===== config.mk =====
export PLATFORM = sky130hd
export DESIGN_NAME = i2s_tx_master
export DESIGN_NICKNAME = d
export VERILOG_FILES = /design/src/rtl/i2s_tx_master.sv
export SDC_FILE = /design/constraint.sdc
export NUM_CORES = 1
export LEC_CHECK = 0
export CAP_MARGIN = 20
export CORE_MARGIN = 1.5
export CORE_UTILIZATION = 55
export DETAILED_ROUTE_END_ITERATION = 12
export GPL_TIMING_DRIVEN = 0
export HOLD_SLACK_MARGIN = 0.03
export PLACE_DENSITY = 0.83
export SLEW_MARGIN = 20
export SYNTH_ARGS = -nofsm -noshare
export SYNTH_HDL_FRONTEND = slang
export SYNTH_SLANG_ARGS = --single-unit

===== constraint.sdc =====
create_clock -name clk -period 2.55 [get_ports clk]
set_input_delay 0.3825 -clock clk [delete_from_list [all_inputs] [get_ports clk]]
set_output_delay 0.3825 -clock clk [all_outputs]
set_load 0.005 [all_outputs]

===== src/rtl/i2s_tx_master.sv =====
// i2s_tx_master: single-clock Philips I2S master transmitter.
// Divides clk down to BCLK, frames stereo samples MSB first with the
// one-bit I2S delay, and decouples the producer through a one-entry
// holding buffer loaded over a valid/ready handshake.
// Optional build macro: I2S_TX_UNDERRUN_ZERO_EN (mute the frame on underrun
// instead of retransmitting the previous one).
module i2s_tx_master #(
    parameter int DATA_W   = 24,
    parameter int SLOT_W   = 32,
    parameter int BCLK_DIV = 4
) (
    input  logic              clk,
    input  logic              rst_n,
    input  logic              s_valid,
    output logic              s_ready,
    input  logic [DATA_W-1:0] s_left,
    input  logic [DATA_W-1:0] s_right,
    output logic              bclk,
    output logic              lrclk,
    output logic              sdout,
    output logic              frame_start,
    output logic              underrun
);

    localparam int DIV_W = (BCLK_DIV > 2) ? $clog2(BCLK_DIV) : 1;
    localparam int BIT_W = $clog2(2 * SLOT_W);

    localparam logic [DIV_W-1:0] DIV_LAST = DIV_W'(BCLK_DIV - 1);
    localparam logic [DIV_W-1:0] DIV_HALF = DIV_W'(BCLK_DIV / 2 - 1);
    localparam logic [BIT_W-1:0] BIT_LAST = BIT_W'(2 * SLOT_W - 1);
    localparam logic [BIT_W-1:0] SLOT_LEN = BIT_W'(SLOT_W);

    // Holding-buffer states
    localparam logic [0:0] BUF_EMPTY = 1'b0;
    localparam logic [0:0] BUF_FULL  = 1'b1;

    logic [DIV_W-1:0]    div_cnt_r;
    logic [BIT_W-1:0]    bit_cnt_r;
    logic [0:0]          buf_state_r;
    logic [0:0]          buf_state_nxt_s;
    logic [2*DATA_W-1:0] buf_r;
    logic [2*DATA_W-1:0] frame_r;
    logic [2*DATA_W-1:0] frame_nxt_s;

    logic                tick_fall_s;
    logic                load_s;
    logic                accept_s;
    logic [BIT_W-1:0]    bit_nxt_s;
    logic                right_nxt_s;
    logic [BIT_W-1:0]    pos_nxt_s;
    logic [DATA_W-1:0]   slot_sample_s;
    logic                sdout_nxt_s;

    assign tick_fall_s = (div_cnt_r == DIV_LAST);
    assign load_s      = tick_fall_s && (bit_cnt_r == BIT_LAST);
    // The buffer is only offered while out of reset so nothing is captured during reset.
    assign s_ready     = rst_n && (buf_state_r == BUF_EMPTY);
    assign accept_s    = s_valid && (buf_state_r == BUF_EMPTY);

    // Slot position that becomes current at the next BCLK falling edge; the serial outputs are registered against it.
    always_comb begin
        bit_nxt_s     = bit_cnt_r;
        right_nxt_s   = 1'b0;
        pos_nxt_s     = bit_cnt_r;
        slot_sample_s = frame_r[2*DATA_W-1:DATA_W];
        sdout_nxt_s   = 1'b0;
        if (bit_cnt_r == BIT_LAST) begin
            bit_nxt_s = {BIT_W{1'b0}};
        end else begin
            bit_nxt_s = bit_cnt_r + BIT_W'(1);
        end
        right_nxt_s = (bit_nxt_s >= SLOT_LEN);
        if (right_nxt_s) begin
            pos_nxt_s     = bit_nxt_s - SLOT_LEN;
            slot_sample_s = frame_r[DATA_W-1:0];
        end else begin
            pos_nxt_s     = bit_nxt_s;
            slot_sample_s = frame_r[2*DATA_W-1:DATA_W];
        end
        // Position 0 is the I2S delay bit and positions past DATA_W pad with zero.
        for (int i = 0; i < DATA_W; i++) begin
            if (pos_nxt_s == BIT_W'(DATA_W - i)) begin
                sdout_nxt_s = slot_sample_s[i];
            end else begin
                sdout_nxt_s = sdout_nxt_s;
            end
        end
    end

    // Holding-buffer next state and frame-register load selection.
    always_comb begin
        buf_state_nxt_s = buf_state_r;
        frame_nxt_s     = frame_r;
        case (buf_state_r)
            BUF_EMPTY: begin
                // A pair accepted on the loading edge waits for the following frame.
                if (s_valid) begin
                    buf_state_nxt_s = BUF_FULL;
                end else begin
                    buf_state_nxt_s = BUF_EMPTY;
                end
                if (load_s) begin
`ifdef I2S_TX_UNDERRUN_ZERO_EN
                    frame_nxt_s = {(2*DATA_W){1'b0}};
`else
                    frame_nxt_s = frame_r;
`endif
                end else begin
                    frame_nxt_s = frame_r;
                end
            end
            BUF_FULL: begin
                if (load_s) begin
                    buf_state_nxt_s = BUF_EMPTY;
                    frame_nxt_s     = buf_r;
                end else begin
                    buf_state_nxt_s = BUF_FULL;
                    frame_nxt_s     = frame_r;
                end
            end
            default: begin
                buf_state_nxt_s = BUF_EMPTY;
                frame_nxt_s     = frame_r;
            end
        endcase
    end

    // BCLK divider: 50 % duty bit clock, falling edge marks tick_fall.
    always_ff @(posedge clk) begin
        if (!rst_n) begin
            div_cnt_r <= {DIV_W{1'b0}};
            bclk      <= 1'b0;
        end else begin
            if (tick_fall_s) begin
                div_cnt_r <= {DIV_W{1'b0}};
            end else begin
                div_cnt_r <= div_cnt_r + DIV_W'(1);
            end
            if (div_cnt_r == DIV_HALF) begin
                bclk <= 1'b1;
            end else if (tick_fall_s) begin
                bclk <= 1'b0;
            end else begin
                bclk <= bclk;
            end
        end
    end

    // Frame bit counter and serial outputs, all advanced on the BCLK falling edge.
    always_ff @(posedge clk) begin
        if (!rst_n) begin
            bit_cnt_r <= {BIT_W{1'b0}};
            lrclk     <= 1'b0;
            sdout     <= 1'b0;
        end else if (tick_fall_s) begin
            bit_cnt_r <= bit_nxt_s;
            lrclk     <= right_nxt_s;
            sdout     <= sdout_nxt_s;
        end else begin
            bit_cnt_r <= bit_cnt_r;
            lrclk     <= lrclk;
            sdout     <= sdout;
        end
    end

    // Holding buffer capture and frame register update.
    always_ff @(posedge clk) begin
        if (!rst_n) begin
            buf_state_r <= BUF_EMPTY;
            buf_r       <= {(2*DATA_W){1'b0}};
            frame_r     <= {(2*DATA_W){1'b0}};
        end else begin
            buf_state_r <= buf_state_nxt_s;
            frame_r     <= frame_nxt_s;
            if (accept_s) begin
                buf_r <= {s_left, s_right};
            end else begin
                buf_r <= buf_r;
            end
        end
    end

    // Frame-load status pulses, one cycle after the loading tick.
    always_ff @(posedge clk) begin
        if (!rst_n) begin
            frame_start <= 1'b0;
            underrun    <= 1'b0;
        end else begin
            frame_start <= load_s;
            underrun    <= load_s && (buf_state_r == BUF_EMPTY);
        end
    end

endmodule


==> impl_metrics.csv, run 1 <==
group,metric,value,unit
setup_path,end_kind,"register",
routing,routed_wl,13500,um
global_routing,grt_max_degree,22,
die,die-area,9500,um2
logic_synthesis,synth.top_cell.area_share,44.9,%
die,ios,57,
power,ir_worst_vdd,0.362,mV
routing,dr.first_iter.drc_count,302,
power,p_leak,2.06,nW
finish,areaGrowthSynthToFinish,19.9,%
sta,rsz0062_at_grt,"no",
global_routing,grt_pass1_wl,22300,um
cts,h-tree-depth,3,
cts,insertion_delay,0.38,ns
die,rows,34,
routing,drt_pre_antenna_iters,6,
logic_synthesis,syn-cell-area,4910,um2
setup_path,start_kind,"register",
power,p_total,3.18,mW
placed_design,gp_congestion,0.962,
sta,max_freq,408,MHz
sta,worst_hold_slack,0.453,ns
logic_synthesis,syn_inst,648,
logic_synthesis,avgSynthCellArea,7.58,um2
worst_hold_path,hp-class,"reg2reg",
finish,diodes,0,
logic_synthesis,yosysWarnings,0,
routing,viasPerCell,5.74,
cts,clock_path_buffers,2,
die,fp.coreArea,8680,um2
flow_run,maxCapViolCount,0,
setup_path,cp_data_arrival_time,2.72,ns
sta,hold_violations,0,
sta,maxSlewHeadroom,50.2,%
placed_design,port-buffer-count,56,
logic_synthesis,synth-seq-cells,110,
run_status,status,"complete, no violations",
logic_synthesis,synth-edff-count,0,
logic_synthesis,ys_types,56,
finish,nFillCells,773,
sta,tightest_slew,0.748,ns
routing,vias,4751,
logic_synthesis,synthesis.nets,706,
die,start_util,56.6,%
setup_path,crit_fanout,10,
setup_path,crit_required,2.82,ns
power,p_per_area,541,nW/um2
routing,postRouteAntennaNets,0,
setup_path,crit_type,"reg2reg",
global_routing,grt_usage,29.2,%
finish,final_common_cell,"nand2_1",
placed_design,place_hpwl,10400,um
logic_synthesis,ys.flop_type,"dfxtp_1",
cts,cts_made_buffers,9,
setup_path,r2r_slack,0.1,ns
die,die_h,97.5,um
logic_synthesis,ys_seq_area_share,44.9,%
sta,final-max-slew-violation-count,0,
global_routing,antenna_found_initial,0,
finish,layout-drive-gt1-share,7.50,%
cts,cts_tree,"yes",
cts,cts_sinks,110,
logic_synthesis,async_reset_ff_share,0,%
cts,ctsHoldBuffers,0,
finish,final_nets,773,
sta,finalCriticalPeriod,2.45,ns
global_routing,grt.overflow.total,0,
routing,drc,0,
cts,cts_root_buffer,"clkbuf_8",
cts,clkTransAtPathRegs,0.12,ns
die,fp.dieW,97.5,um
routing,wl_per_cell,16.4,um
sta,setup_viol,0,
logic_synthesis,synth_area_leaders,"dfxtp_1, nand2_1, a21oi_1, clkbuf_1, o21ai_0",
finish,layout_common_cells,"nand2_1, a21oi_1, dfxtp_1",
logic_synthesis,yosysTopAreaCell,"dfxtp_1",
sta,fin_crit_sh,96.1,%
sta,worst_clock_skew,0.0174,ns
global_routing,grt_pass1_vias,4604,
==> metal layers <==
layer	vias up	share of wire (%)	global-route usage, %
li1	2347	-	-
met3	29	4.4	5.11
met4	0	3.2	11.9
met2	124	48	48.3
met5	-	0	0
met1	2251	45	37.8
==> stage by stage <==
step | std cells | setup WS [ns] | utilization [%] | setup TNS, ns | cell area, um2
6_report | 828 | 0.0988 | 67.8 | 0 | 5890
5_1_grt | 828 | 0.00704 | 67.8 | 0 | 5890
4_1_cts | 827 | 0.0138 | 67.0 | 0 | 5820
3_5_place_dp | 812 | -0.211 | 64.6 | -2.13 | 5610
3_3_place_gp | 812 | -0.194 | 64.6 | -1.77 | 5610
2_1_floorplan | 648 | 0.331 | - | 0 | 4910
==> flip-flops by register name, summed over array words and instances (netlist names) <==
signal,count
buf_r,48
frame_r,48
bit_cnt_r,6
div_cnt_r,2
bclk,1
buf_state_r,1
frame_start,1
lrclk,1
sdout,1
underrun,1
==> where the power goes <==
group | internal, mW | leakage (nW) | switching [mW] | total (mW)
logic | 0.148 | 1.07 | 0.169 | 0.318
registers | 1.77 | 0.896 | 0.0315 | 1.80
clock network | 0.387 | 0.102 | 0.675 | 1.06
==> cell type report <==
cell class / count / area (um2) / area share [%]
Buffer: 46 / 211 / 3.59
Clock buffer: 9 / 124 / 2.10
Clock inverter: 7 / 75.1 / 1.27
Inverter: 6 / 22.5 / 0.382
Multi-Input combinational cell: 485 / 2540 / 43.2
Sequential cell: 110 / 2210 / 37.5
Tap cell: 108 / 135 / 2.29
Timing Repair Buffer: 57 / 568 / 9.65
==> cell usage after synthesis (3+ instances only) <==
library cell and count:
o21ai_0 20, inv_1 5, dfxtp_1 110, o221ai_1 3, and3_1 7, clkbuf_1 28, a21o_1 4, o21a_1 3
a32oi_1 3, nor2_1 18, nand4_1 4, nand2_1 209, xor2_1 3, a21oi_1 112, ha_1 7, buf_2 8
nand2b_1 4, nand3_1 18, a211oi_1 5, mux2i_1 6, a31oi_1 4, buf_1 8, and2_1 5, o31ai_1 4
nor2b_1 4, nor3_1 6
==> logic make-up after synthesis <==
| logic type | after synthesis | synth area share, % |
|---|---|---|
| adders and majority gates | 7 | 1.78 |
| xor gates and xnor gates | 3 | 0.535 |
| muxes | 9 | 1.99 |
| DFF | 110 | 44.9 |
| AOI/OAI and AO/OA | 180 | 21.6 |
| buffers and inverters | 53 | 4.56 |
| and+or+nand+nor | 286 | 24.7 |
==> final timing paths <==
| kind | startpoint | endpoint | depth (start not counted) |
|---|---|---|---|
| worst max-delay path | bit_cnt_r[0] | sdout | 11 |
| worst max register to register | bit_cnt_r[0] | sdout | 11 |
| worst min register to register | buf_r[43] | frame_r[43] | 2 |
| worst min-delay path | buf_r[43] | frame_r[43] | 2 |
==> what timing repair did <==
action                     4_1_cts  5_1_grt
pin swaps                        0        3
setup endpoints to repair       11       32
cloned                           0        0
gates resized for setup          7       26
setup buffers                    0        1
==> worst max-delay path: stages (launching register included) <==
cell	delay, ns
dfxtp_4	0.40
ha_1	0.22
buf_4	0.18
nand3_1	0.12
xor2_1	0.19
buf_4	0.18
nand2_1	0.15
nand2_1	0.11
o31ai_1	0.33
o311ai_1	0.19
a31oi_1	0.20
nand2_1	0.06
No activity file was read; power rests on OpenSTA's default activity.
==> run 2, diff against run 1 <==
- CORE_ASPECT_RATIO: not set -> 1.1
- GPL_TIMING_DRIVEN: 0 -> not set
==> run 2 against run 1 <==
  * Global-route usage about the same
  * Hold slack gained 0.0057 ns
  * Sequential power about the same
  * Largest power group unchanged
  * Largest cell class unchanged
  * Core utilization is 0.59 points higher
==> impl_metrics.csv, run 2 (synthesized netlist as in run 1, its figures left out) <==
group,metric,value,unit
run_status,status,"complete, no violations",
routing,drt_pre_antenna_iters,6,
placed_design,gp_congestion,0.916,
setup_path,crit_required,2.86,ns
cts,cts_tree,"yes",
finish,stdcell_area,5840,um2
cts,insertion_delay,0.37,ns
setup_path,cp_data_arrival_time,2.67,ns
die,die_h,102,um
sta,max_freq,425,MHz
setup_path,r2r_slack,0.20,ns
finish,diodes,0,
sta,final-max-slew-violation-count,0,
global_routing,grt_usage,29.2,%
global_routing,use_met3,4.46,%
cts,h-tree-depth,3,
die,die-area,9500,um2
finish,areaGrowthSynthToFinish,19.0,%
placed_design,placed_cells,799,
die,rows,35,
global_routing,antenna_found_initial,0,
setup_path,end_kind,"register",
setup_path,reg2reg_from,"bit_cnt_r[3]",
setup_path,crit_fanout,16,
sta,hold_violations,0,
finish,layout_common_cells,"nand2_1, a21oi_1, dfxtp_1",
placed_design,placed_cell_area,5660,um2
global_routing,grtUsageMet2,52.0,%
worst_hold_path,holdPathEnd,"frame_r[1]",
finish,final_util,68.4,%
global_routing,grt.overflow.total,0,
finish,top_regs,"buf_r: 48 flops, frame_r: 48 flops, bit_cnt_r: 6 flops",
routing,dr.first_iter.drc_count,229,
finish,fin_cells,814,
global_routing,grt_pass1_vias,4448,
setup_path,r2r_end,"sdout",
routing,drc,0,
sta,setup_viol,0,
global_routing,grt_max_degree,64,
worst_hold_path,hp-class,"reg2reg",
power,p_leak,2.07,nW
routing,wl_per_cell,16.3,um
sta,fin_crit_sh,92.3,%
cts,clock_path_buffers,2,
worst_hold_path,hold_start,"buf_r[1]",
setup_path,start_kind,"register",
sta,maxSlewHeadroom,56.5,%
die,fp.dieW,93.1,um
placed_design,place_hpwl,9910,um
power,p_per_area,529,nW/um2
setup_path,crit_type,"reg2reg",
routing,postRouteAntennaNets,0,
cts,cts_root_buffer,"clkbuf_8",
cts,cts_sinks,110,
finish,final_nets,757,
setup_path,worstRegToRegCells,9,
finish,layout-drive-gt1-share,8.39,%
cts,clkTransAtPathRegs,0.10,ns
routing,vias,4620,
global_routing,grt_util_met1,36.6,%
flow_run,maxCapViolCount,0,
routing,routed_wl,13300,um
die,fp.coreArea,8540,um2
cts,cts_made_buffers,9,
sta,tightest_slew,0.647,ns
sta,finalCriticalPeriod,2.35,ns
sta,worst_clock_skew,0.0152,ns
placed_design,port-buffer-count,56,
die,ios,57,
finish,final_common_cell,"nand2_1",
power,ir_worst_vdd,0.409,mV
global_routing,globalRoute.busiestLayer,"met2",
global_routing,grt_pass1_wl,21600,um
routing,viasPerCell,5.68,
worst_hold_path,hold_path_depth,2,
die,start_util,57.5,%
## run 2: changes by cell type in the layout (fill, tap and decap cells not counted), moves of 5 or more
cell	delta
clkbuf_2	-5
buf_2	-5
buf_1	-6
clkbuf_1	-24
buf_4	+25
## run 2: worst max-delay path by stage
stage / startpoint / end / slack, ns / cells after the start
detailed placement: bit_cnt_r[0] / sdout / 0.24 / 10
global placement: bit_cnt_r[0] / sdout / 0.18 / 10
global route: bit_cnt_r[0] / sdout / -0.04 / 11
CTS: bit_cnt_r[0] / sdout / 0.21 / 11
finish: bit_cnt_r[3] / sdout / 0.20 / 9
floorplan: bit_cnt_r[0] / sdout / 0.33 / 10
## run 2: area by class of cell
class | instances | area [um2]
multi-input combinational | 485 | 2490
inverter | 6 | 22.5
tap | 111 | 139
sequential | 110 | 2200
timing repair buffer | 87 | 806
clock inverter | 6 | 56.3
fill | 736 | 2700
clock buffer | 9 | 124
## run 2: repair_timing
action / in CTS / in global routing
gates resized for setup: 0 / 3
endpoints found under the setup margin: 0 / 1
hold buffers: 0 / 0
setup buffers: 0 / 0
## run 2: worst max-delay path, cell delays in order, from the launching register on
cell	delay, ns
dfxtp_1	0.52
nand3_4	0.20
o21ai_4	0.24
buf_4	0.22
and3_1	0.18
a211oi_1	0.05
a2111o_1	0.42
a211oi_1	0.24
o2111ai_1	0.14
nand2_1	0.09
## run 2: per-stage QoR
step / TNS [ns] / total power [mW] / hold slack, ns / worst slack (ns)
2_1_floorplan: 0 / 2.00 / 0.421 / 0.331
3_3_place_gp: 0 / 2.13 / 0.429 / 0.185
3_5_place_dp: 0 / 2.15 / 0.443 / 0.237
4_1_cts: 0 / 3.11 / 0.460 / 0.211
5_1_grt: -0.0429 / 3.22 / 0.479 / -0.0429
6_report: 0 / 3.09 / 0.459 / 0.195
## run 2: power by group
group / switching, mW / internal [mW]
clock network: 0.613 / 0.369
registers: 0.0322 / 1.77
logic: 0.158 / 0.146
## run 2: routing by layer
layer | share of wire (%) | vias to the layer above
met2 | 50 | 114
met5 | 0 | -
met4 | 2.3 | 0
met3 | 4.2 | 20
li1 | - | 2308
met1 | 43 | 2178
